===== config.mk =====
export PLATFORM = sky130hd
export DESIGN_NAME = mem_arbiter
export DESIGN_NICKNAME = d
export VERILOG_FILES = /design/src/rtl/mem_arbiter.sv
export SDC_FILE = /design/constraint.sdc
export NUM_CORES = 1
export LEC_CHECK = 0
export CORE_ASPECT_RATIO = 1.25
export CORE_MARGIN = 3
export CORE_UTILIZATION = 48
export DETAILED_ROUTE_END_ITERATION = 10
export PLACE_DENSITY = 0.87
export SLEW_MARGIN = 20
export SYNTH_ARGS = -nofsm -noshare
export SYNTH_HDL_FRONTEND = slang
export SYNTH_SLANG_ARGS = --single-unit

===== constraint.sdc =====
create_clock -name clk -period 4.2 [get_ports clk]
set_input_delay 0.84 -clock clk [delete_from_list [all_inputs] [get_ports clk]]
set_output_delay 0.84 -clock clk [all_outputs]
set_load 0.05 [all_outputs]

===== src/rtl/mem_arbiter.sv =====
// Two-port memory arbiter: instruction and data caches share one memory port
// with a single outstanding transaction and fixed read latency MEM_LAT.
module mem_arbiter #(
   parameter int MEM_LAT = 4,
   parameter int CNT_W   = 16
) (
   input  logic             clk,
   input  logic             rst_n,
   input  logic             i_req,
   input  logic [15:0]      i_addr,
   output logic             i_gnt,
   output logic             i_done,
   output logic [15:0]      i_rdata,
   input  logic             d_req,
   input  logic             d_wr,
   input  logic [15:0]      d_addr,
   input  logic [15:0]      d_wdata,
   output logic             d_gnt,
   output logic             d_done,
   output logic [15:0]      d_rdata,
   output logic             m_en,
   output logic             m_wr,
   output logic [15:0]      m_addr,
   output logic [15:0]      m_wdata,
   input  logic [15:0]      m_rdata,
   output logic [CNT_W-1:0] i_cnt,
   output logic [CNT_W-1:0] d_cnt,
   output logic [CNT_W-1:0] conflict_cnt
);

   typedef enum logic [1:0] {IDLE, I_BUSY, D_BUSY} state_t;

   localparam logic [CNT_W-1:0] CNT_MAX = {CNT_W{1'b1}};

   state_t      state, nextState;
   logic        lastSrvD;
   logic [3:0]  latCnt;
   logic [15:0] latAddr, latWdata;
   logic        latWr;
   logic        iWin, dWin, doneNow, bothReq;

   // Winner selection: on a conflict the side not served last wins.
   always_comb begin
      iWin    = 1'b0;
      dWin    = 1'b0;
      bothReq = i_req && d_req;
      if (state == IDLE) begin
         if (bothReq) begin
            dWin = !lastSrvD;
            iWin = lastSrvD;
         end else begin
            iWin = i_req;
            dWin = d_req;
         end
      end
      doneNow = (state != IDLE) && (latCnt == 4'd1);
   end

   always_ff @(posedge clk or negedge rst_n) begin
      if (!rst_n) state <= IDLE;
      else        state <= nextState;
   end

   always_comb begin
      nextState = state;
      case (state)
         IDLE:    if (dWin) nextState = D_BUSY;
                  else if (iWin) nextState = I_BUSY;
         I_BUSY,
         D_BUSY:  if (doneNow) nextState = IDLE;
         default: nextState = IDLE;
      endcase
   end

   // Outputs are forced low while reset is held, even though req inputs
   // would otherwise produce a combinational grant in IDLE.
   always_comb begin
      i_gnt   = 1'b0;
      d_gnt   = 1'b0;
      i_done  = 1'b0;
      d_done  = 1'b0;
      i_rdata = '0;
      d_rdata = '0;
      m_en    = 1'b0;
      m_wr    = 1'b0;
      m_addr  = '0;
      m_wdata = '0;
      if (rst_n) begin
         case (state)
            IDLE: begin
               i_gnt = iWin;
               d_gnt = dWin;
               if (iWin) begin
                  m_en   = 1'b1;
                  m_addr = i_addr;
               end else if (dWin) begin
                  m_en    = 1'b1;
                  m_addr  = d_addr;
                  m_wr    = d_wr;
                  m_wdata = d_wdata;
               end
            end
            I_BUSY: begin
               m_addr  = latAddr;
               m_wr    = latWr;
               m_wdata = latWdata;
               i_done  = doneNow;
               if (doneNow) i_rdata = m_rdata;
            end
            D_BUSY: begin
               m_addr  = latAddr;
               m_wr    = latWr;
               m_wdata = latWdata;
               d_done  = doneNow;
               if (doneNow && !latWr) d_rdata = m_rdata;
            end
            default: ;
         endcase
      end
   end

   always_ff @(posedge clk or negedge rst_n) begin
      if (!rst_n) begin
         lastSrvD <= 1'b0;
         latCnt   <= '0;
         latAddr  <= '0;
         latWdata <= '0;
         latWr    <= 1'b0;
      end else if (state == IDLE) begin
         if (iWin) begin
            latAddr  <= i_addr;
            latWr    <= 1'b0;
            latWdata <= '0;
            latCnt   <= 4'(MEM_LAT);
         end else if (dWin) begin
            latAddr  <= d_addr;
            latWr    <= d_wr;
            latWdata <= d_wdata;
            latCnt   <= 4'(MEM_LAT);
         end
      end else begin
         latCnt <= latCnt - 4'd1;
         if (doneNow) lastSrvD <= (state == D_BUSY);
      end
   end

   // Saturating statistics counters.
   always_ff @(posedge clk or negedge rst_n) begin
      if (!rst_n) begin
         i_cnt        <= '0;
         d_cnt        <= '0;
         conflict_cnt <= '0;
      end else begin
         if (iWin && i_cnt != CNT_MAX) i_cnt <= i_cnt + CNT_W'(1);
         if (dWin && d_cnt != CNT_MAX) d_cnt <= d_cnt + CNT_W'(1);
         if (state == IDLE && bothReq && conflict_cnt != CNT_MAX)
            conflict_cnt <= conflict_cnt + CNT_W'(1);
      end
   end

endmodule


==> impl_metrics.json, run 1 <==
{
  "finalNetCount": 767,
  "drt-vias-per-instance": 5.91,
  "ctsHoldBuffers": 0,
  "grt_max_degree": 82,
  "required_ps": 3360,
  "synth_edf_count": 0,
  "drc": 0,
  "p_sw_frac": 0.433,
  "p_sw_mw": 2.00,
  "cp-start-kind": "register",
  "register_area_sq_mm": 0.00220,
  "num_vias": 4861,
  "grt_pass1_vias": 4955,
  "cts_max_level": 3,
  "overflow": 0,
  "p_leak_nw": 3.23,
  "hp-class": "input port to async pin",
  "most-common-layout-cells": "clkdlybuf4s50_1, dfrtp_1, nand2_1",
  "yosys_warnings": 0,
  "rsz0062_at_grt": "false",
  "io_buffers": 186,
  "cts_made_buffers": 9,
  "dpl.hpwl_microns": 11600,
  "grt_first_pass_wirelength_microns": 25600,
  "p_int_mw": 2.62,
  "clockPowerShare": 0.190,
  "post_dp_cell_area_sq_mm": 0.00709,
  "fillers": 623,
  "fin_skew_ps": 4.58,
  "slew_headroom": 0.505,
  "multi_input_area_sq_mm": 0.00248,
  "hold_viol": 0,
  "setup_viol": 0,
  "cts_resized": 0,
  "slew_violations": 0,
  "syn-cell-area_sq_mm": 0.00484,
  "post_cts_buffers": 0,
  "rows": 40,
  "drive_gt1_frac": 0.137,
  "die_x_microns": 95.9,
  "path_cells": "inv_1 -> ha_1 -> nor4b_2 -> and3_2 -> and2_1 -> clkdlybuf4s50_1",
  "setup_tns_ps": 0,
  "fin_area_sq_mm": 0.00743,
  "path_class": "register to output port",
  "wl_per_cell_microns": 19.6,
  "irDropWorstVdd_mv": 0.469,
  "holdWs_ps": 328,
  "root_buffer": "clkbuf_16",
  "status": "finished clean",
  "ys_types": 43,
  "die-height_microns": 118,
  "critPathCaptureType": "output port",
  "synthArstFlopShare": 1.00,
  "finalWirelength_microns": 16100,
  "avgSynthCellArea_sq_um": 9.44,
  "worst_pin_slew_ps": 741,
  "die-area_sq_mm": 0.0113,
  "grt_usage": 0.289,
  "coreArea_sq_mm": 0.00971,
  "clock-sinks": 88,
  "ys.flop_type": "dfrtp_1",
  "utilization": 0.765,
  "ys_seq_area_frac": 0.455,
  "clockBufferDepth": 2,
  "cp_slowest_cell": "clkdlybuf4s50_1",
  "power_density_mw_per_mm2": 623,
  "antenna_found_initial": 0,
  "syn_inst": 513,
  "ios": 187,
  "critPathTopFamily": "simple AND/OR/NAND/NOR gates",
  "syn-num-nets": 591,
  "layout.cells.most_common": "clkdlybuf4s50_1",
  "critical_path.max_stage_delay_ps": 800,
  "period_needed_ps": 3940,
  "start_util": 0.499,
  "max_freq_ghz": 0.254,
  "fin_crit_sh": 0.937,
  "path_buf_inv": 2,
  "cap_viol_max_count": 0,
  "power.share.sequential": 0.288,
  "worst_ep_arrival_time_ps": 3100,
  "drt_iter0_markers": 456,
  "gp_congestion": 0.852,
  "crit_fanout": 17,
  "drt_first_pass_iters": 5,
  "clkTransAtPathRegs_ps": 60,
  "synth-seq-cells": 88,
  "area_growth_pct": 53.3,
  "power_frac_comb": 0.521,
  "cts_tree": "yes",
  "drtAntennaViolNets": 0,
  "clk_latency_ps": 340
}
state kept, by name, indices dropped and copies added, names as in the netlist:
| name | count |
|---|---|
| conflict_cnt | 16 |
| state | 2 |
| latAddr | 16 |
| lastSrvD | 1 |
| i_cnt | 16 |
| latWr | 1 |
| latCnt | 4 |
| d_cnt | 16 |
| latWdata | 16 |
cell families (layout without fill, tap and decap cells):
kind of cell | after synthesis | in the layout | share of synthesized area
AO/OA/AOI/OAI | 100 | 100 | 0.142
AND/OR/NAND/NOR | 230 | 230 | 0.255
multiplexers | 9 | 9 | 0.0209
other | 0 | 2 | 0
flip-flops | 88 | 88 | 0.455
XOR/XNOR | 38 | 38 | 0.0687
buffers and inverters | 39 | 220 | 0.0349
adder cells (fa/ha/maj) | 9 | 9 | 0.0232
per-layer routing:
layer / up-vias / wire length [microns] / global-route usage
met5: - / 0 / 0
met4: 0 / 712 / 0.144
met3: 54 / 1330 / 0.0681
met2: 252 / 8320 / 0.491
met1: 2354 / 5740 / 0.333
li1: 2201 / - / -
area by class of cell:
class	count	share of cell area
clock inverter	6	0.0123
clock buffer	10	0.0322
sequential	88	0.296
tap	126	0.0212
antenna	2	0.000674
inverter	10	0.00505
timing repair buffer	194	0.299
multi-input combinational	386	0.333
path summary, 6_finish.rpt:
kind                                from    endpoint  slack [ps]  depth (start not counted)
worst max-delay path            state[0]  i_rdata[8]         260                          6
worst min-delay path               rst_n   latCnt[3]         330                          1
worst max register to register  state[0]    d_cnt[1]        1700                          6
worst min register to register  d_cnt[5]    d_cnt[5]         500                          1
max in group asynchronous          rst_n   d_cnt[11]        2930                          2
min in group clk                d_cnt[5]    d_cnt[5]         500                          1
power groups by stage:
stage,Combinational (mW),Clock (mW),Sequential (mW)
detailed placement,2.40,0,1.34
floorplan,1.20,0,1.55
global route,2.55,0.926,1.37
global placement,2.34,0,1.32
CTS,2.42,0.893,1.33
finish,2.41,0.880,1.33
cells in the mapped netlist (6+ instances only):
master    instances  area (sq um)
dfrtp_1          88          2200
nand2_1          53           199
nor2_1           46           173
and2_1           36           225
a22oi_1          33           248
xor2_1           30           263
a21oi_1          20           100
a31oi_1          19           119
a22o_1           17           149
nand4_1          17           106
nor3_1           17          85.1
buf_2            12          60.1
clkbuf_1         12          45.0
nand3_1          11          55.1
inv_1            10          37.5
nor4_1           10          62.6
and3_1            9          56.3
ha_1              9           113
xnor2_1           8          70.1
o21ai_0           6          30.0
worst register-to-register path: stages (launching register included):
cell and delay [ps]:
dfrtp_1 410, inv_1 100, ha_1 430, and2_1 270, nand2_1 460, nor2_1 370, mux2_1 350
through the flow:
stage               worst slack, ps  power [mW]  cells
floorplan                       880        2.75    513
global placement                556        3.66    804
detailed placement              470        3.73    804
CTS                             138        4.64    820
global route                    119        4.84    820
finish                          263        4.63    822
Note: power is estimated with default switching activity, not from simulation.
==> run 2, diff against run 1 <==
--- a/config.mk
+++ b/config.mk
@@ -7,9 +7,9 @@
 export LEC_CHECK = 0
 export CORE_ASPECT_RATIO = 1.25
 export CORE_MARGIN = 3
-export CORE_UTILIZATION = 48
+export CORE_UTILIZATION = 31
+export CTS_CLUSTER_DIAMETER = 50
 export DETAILED_ROUTE_END_ITERATION = 10
-export PLACE_DENSITY = 0.87
 export SLEW_MARGIN = 20
 export SYNTH_ARGS = -nofsm -noshare
 export SYNTH_HDL_FRONTEND = slang
==> impl_metrics.json, run 2 (synthesis results as in run 1) <==
{
  "status": "finished clean",
  "p_sw_frac": 0.436,
  "cp-start-kind": "register",
  "register_area_sq_mm": 0.00220,
  "io_buffers": 186,
  "fin_crit_sh": 0.924,
  "power_density_mw_per_mm2": 606,
  "area_growth_pct": 55.0,
  "p_sw_mw": 1.98,
  "grt_first_pass_wirelength_microns": 25100,
  "ios": 187,
  "power.share.sequential": 0.292,
  "die-height_microns": 146,
  "utilization": 0.496,
  "fin_skew_ps": 6.07,
  "root_buffer": "clkbuf_16",
  "path_cells": "inv_1 -> ha_1 -> nor4b_2 -> and3_1 -> and2_1 -> clkdlybuf4s50_1",
  "fillers": 1396,
  "clockPowerShare": 0.179,
  "required_ps": 3360,
  "start_util": 0.320,
  "cts_made_buffers": 9,
  "dp.cells": 888,
  "setup_tns_ps": 0,
  "dpl.hpwl_microns": 11400,
  "clkTransAtPathRegs_ps": 60,
  "finalNetCount": 769,
  "power_mw": 4.55,
  "coreArea_sq_mm": 0.0151,
  "grt_usage": 0.178,
  "worst_ep_arrival_time_ps": 3040,
  "drt_first_pass_iters": 4,
  "drtAntennaViolNets": 0,
  "clock-sinks": 88,
  "crit_fanout": 17,
  "grt_pass1_vias": 4814,
  "finalWirelength_microns": 15100,
  "slew_headroom": 0.466,
  "cts_resized": 0,
  "path_class": "register to output port",
  "rows": 50,
  "wl_met1_microns": 6000,
  "overflow": 0,
  "drt-vias-per-instance": 5.04,
  "most-common-layout-cells": "clkdlybuf4s50_1, dfrtp_1, nand2_1",
  "setup_viol": 0,
  "antenna_found_initial": 0,
  "period_needed_ps": 3880,
  "route.met3.wl_microns": 806,
  "clockBufferDepth": 2,
  "place_ws_ps": 529,
  "r2r_slack_ps": 1760,
  "wl_met2_microns": 8030,
  "p_leak_nw": 3.22,
  "p_int_mw": 2.57,
  "wl_per_cell_microns": 16.7,
  "cts_max_level": 3,
  "num_vias": 4560,
  "ctsHoldBuffers": 0,
  "slew_violations": 0,
  "drc": 0,
  "gp_congestion": 0.813,
  "critPathCaptureType": "output port",
  "die-area_sq_mm": 0.0172,
  "cp_slowest_cell": "clkdlybuf4s50_1",
  "hold_viol": 0,
  "drive_gt1_frac": 0.132,
  "power_frac_comb": 0.529,
  "hp-class": "input port to async pin",
  "final_cells": 904,
  "die_x_microns": 118,
  "antenna_cells": 0,
  "max_freq_ghz": 0.258,
  "grt_max_degree": 52,
  "layout_setup_ws_ps": 320,
  "post_cts_buffers": 0,
  "drt_iter0_markers": 197,
  "dr.max_layer_used": "met4",
  "rsz0062_at_grt": "false",
  "multi_input_area_sq_mm": 0.00247,
  "worst_pin_slew_ps": 800,
  "cap_viol_max_count": 0,
  "layout.cells.most_common": "clkdlybuf4s50_1",
  "critical_path.max_stage_delay_ps": 800,
  "irDropWorstVdd_mv": 0.428,
  "clk_latency_ps": 340,
  "cts_tree": "yes"
}
## run 2: changes by cell type in the layout (fill, tap and decap cells not counted), sizes merged
cell and change:
clkdlybuf4s50 +3, clkbuf +1, inv -1, bufinv -1
clkinvlp +1, diode -2, buf -1
## run 2: path summary, 6_finish.rpt
kind	start	to	cells after the start
max in group asynchronous	rst_n	latWdata[7]	2
worst max register to register	state[0]	latWdata[3]	8
worst min register to register	d_cnt[13]	d_cnt[13]	1
min in group clk	d_cnt[13]	d_cnt[13]	1
worst min-delay path	rst_n	latWdata[2]	1
worst max-delay path	state[0]	i_rdata[9]	6
## run 2: routing by layer
layer,track usage,vias up
li1,-,2198
met5,0,-
met1,0.199,2205
met4,0.0575,0
met2,0.333,144
met3,0.0365,13
## run 2: critical path, delay by kind of cell, from the launching register on
family	cells	cell delay (ps)
fa+ha+maj	1	240
buf+inv	2	880
flops	1	390
simple gates	3	1190
## run 2: stage by stage
step / hold slack [ps] / cell area [sq um]
finish: 364 / 7510
global route: 368 / 7510
CTS: 361 / 7510
detailed placement: 483 / 7210
global placement: 483 / 7210
floorplan: 467 / 4840
## run 2: cell type report
| type | count | share of cell area |
|---|---|---|
| Clock inverter | 5 | 0.00750 |
| Timing Repair Buffer | 196 | 0.298 |
| Sequential cell | 88 | 0.293 |
| Multi-Input combinational cell | 386 | 0.330 |
| Clock buffer | 11 | 0.0323 |
| Inverter | 10 | 0.00500 |
| Tap cell | 208 | 0.0346 |
## run 2: power groups by stage
| stage | clock (mW) | sequential (mW) | combinational [mW] |
|---|---|---|---|
| 2_1_floorplan | 0 | 1.55 | 1.20 |
| 3_3_place_gp | 0 | 1.33 | 2.40 |
| 3_5_place_dp | 0 | 1.34 | 2.43 |
| 4_1_cts | 0.836 | 1.33 | 2.44 |
| 5_1_grt | 0.873 | 1.36 | 2.58 |
| 6_report | 0.815 | 1.33 | 2.41 |
==> run 3, diff against run 2 <==
--- a/config.mk
+++ b/config.mk
@@ -7,9 +7,10 @@
 export LEC_CHECK = 0
 export CORE_ASPECT_RATIO = 1.25
 export CORE_MARGIN = 3
-export CORE_UTILIZATION = 31
+export CORE_UTILIZATION = 48
 export CTS_CLUSTER_DIAMETER = 50
 export DETAILED_ROUTE_END_ITERATION = 10
+export PLACE_DENSITY = 0.87
 export SLEW_MARGIN = 20
 export SYNTH_ARGS = -nofsm -noshare
 export SYNTH_HDL_FRONTEND = slang
==> constraint.sdc (replaced) <==
create_clock -name clk -period 4.7 [get_ports clk]
set_input_delay 0.94 -clock clk [delete_from_list [all_inputs] [get_ports clk]]
set_output_delay 0.94 -clock clk [all_outputs]
set_load 0.05 [all_outputs]
==> impl_metrics.json, run 3 (synthesis results as in run 1) <==
{
  "status": "finished clean",
  "crit_fanout": 16,
  "gp_congestion": 0.942,
  "cap_viol_max_count": 0,
  "overflow": 0,
  "finalWirelength_microns": 16000,
  "grt_usage": 0.286,
  "die-area_sq_mm": 0.0113,
  "num_vias": 4859,
  "power_density_mw_per_mm2": 546,
  "dr.max_layer_used": "met5",
  "rows": 40,
  "layout_setup_ws_ps": 563,
  "cts_resized": 0,
  "root_buffer": "clkbuf_16",
  "drtAntennaViolNets": 0,
  "layout.cells.most_common": "clkdlybuf4s50_1",
  "cts_made_buffers": 9,
  "path_class": "register to output port",
  "grt_max_degree": 70,
  "setup_viol": 0,
  "finalNetCount": 765,
  "drt-vias-per-instance": 5.94,
  "drt_iter0_markers": 374,
  "hold_viol": 0,
  "rsz0062_at_grt": "false",
  "irDropWorstVdd_mv": 0.478,
  "grt_pass1_vias": 4917,
  "p_leak_nw": 3.15,
  "hp-class": "input port to async pin",
  "area_growth_pct": 52.7,
  "die-height_microns": 118,
  "clk_latency_ps": 350,
  "path_cells": "inv_1 -> ha_2 -> nor4b_2 -> and3_1 -> and2b_1 -> and2_1 -> clkdlybuf4s50_1",
  "start_util": 0.499,
  "setup_tns_ps": 0,
  "cp_slowest_cell": "clkdlybuf4s50_1",
  "slew_violations": 0,
  "wl_per_cell_microns": 19.6,
  "io_buffers": 186,
  "drt_first_pass_iters": 6,
  "max_freq_ghz": 0.242,
  "critPathTopFamily": "simple AND/OR/NAND/NOR gates",
  "path_buf_inv": 2,
  "die_x_microns": 95.9,
  "fin_skew_ps": 8.23,
  "drive_gt1_frac": 0.104,
  "route.met3.wl_microns": 1460,
  "clockBufferDepth": 2,
  "slew_headroom": 0.411,
  "ctsHoldBuffers": 0,
  "worst_ep_arrival_time_ps": 3200,
  "worst_pin_slew_ps": 883,
  "place_ws_ps": 671,
  "coreArea_sq_mm": 0.00971,
  "antenna_cells": 0,
  "wl_met1_microns": 5770,
  "power_mw": 4.04,
  "required_ps": 3760,
  "critPathCaptureType": "output port",
  "dpl.hpwl_microns": 11600,
  "cts_tree": "yes",
  "cts_max_level": 3,
  "grt_first_pass_wirelength_microns": 25500,
  "post_cts_buffers": 0,
  "cp-start-kind": "register",
  "critical_path.max_stage_delay_ps": 810,
  "clkTransAtPathRegs_ps": 70,
  "period_needed_ps": 4140,
  "ios": 187,
  "most-common-layout-cells": "clkdlybuf4s50_1, dfrtp_1, nand2_1",
  "wl_met2_microns": 7950,
  "drc": 0,
  "antenna_found_initial": 1,
  "clock-sinks": 88,
  "fin_crit_sh": 0.880
}
## run 3: cell count changes in the layout (fill, tap and decap cells not counted), sizes merged
cell	before	now
clkdlybuf4s50	136	152
clkbuf	11	14
buf	60	40
bufinv	1	0
clkinv	3	1
## run 3: routing by layer
metal / up-vias / global-route usage
met4: 2 / 0.147
met1: 2354 / 0.329
met5: - / 0
li1: 2194 / -
met2: 255 / 0.470
met3: 54 / 0.0885
## run 3: metrics by stage
| step | area, sq um | instances | util | hold WS (ps) |
|---|---|---|---|---|
| 2_1_floorplan | 4840 | 513 | - | 467 |
| 3_3_place_gp | 7110 | 802 | 0.732 | 481 |
| 3_5_place_dp | 7110 | 802 | 0.732 | 485 |
| 4_1_cts | 7390 | 818 | 0.761 | 499 |
| 5_1_grt | 7400 | 818 | 0.762 | 503 |
| 6_report | 7400 | 818 | 0.762 | 492 |
## run 3: layout make-up
cell class	count	area (sq um)
clock buffer	14	274
clock inverter	2	12.5
multi-input combinational	386	2480
tap	126	158
timing repair buffer	192	2230
sequential	88	2200
inverter	10	37.5
fill	630	2310
## run 3: final timing paths
check | to | startpoint | cells past startpoint | slack, ps
worst max-delay path | d_rdata[13] | state[0] | 7 | 560
worst min-delay path | i_cnt[8] | rst_n | 1 | 490
worst max register to register | d_cnt[1] | state[0] | 6 | 2330
worst min register to register | d_cnt[13] | d_cnt[13] | 1 | 500
max in group asynchronous | d_cnt[7] | rst_n | 2 | 3010
min in group clk | d_cnt[13] | d_cnt[13] | 1 | 500
## run 3: power breakdown
group / internal (mW) / switching [mW]
logic: 0.862 / 1.28
clock network: 0.401 / 0.292
registers: 0.989 / 0.209
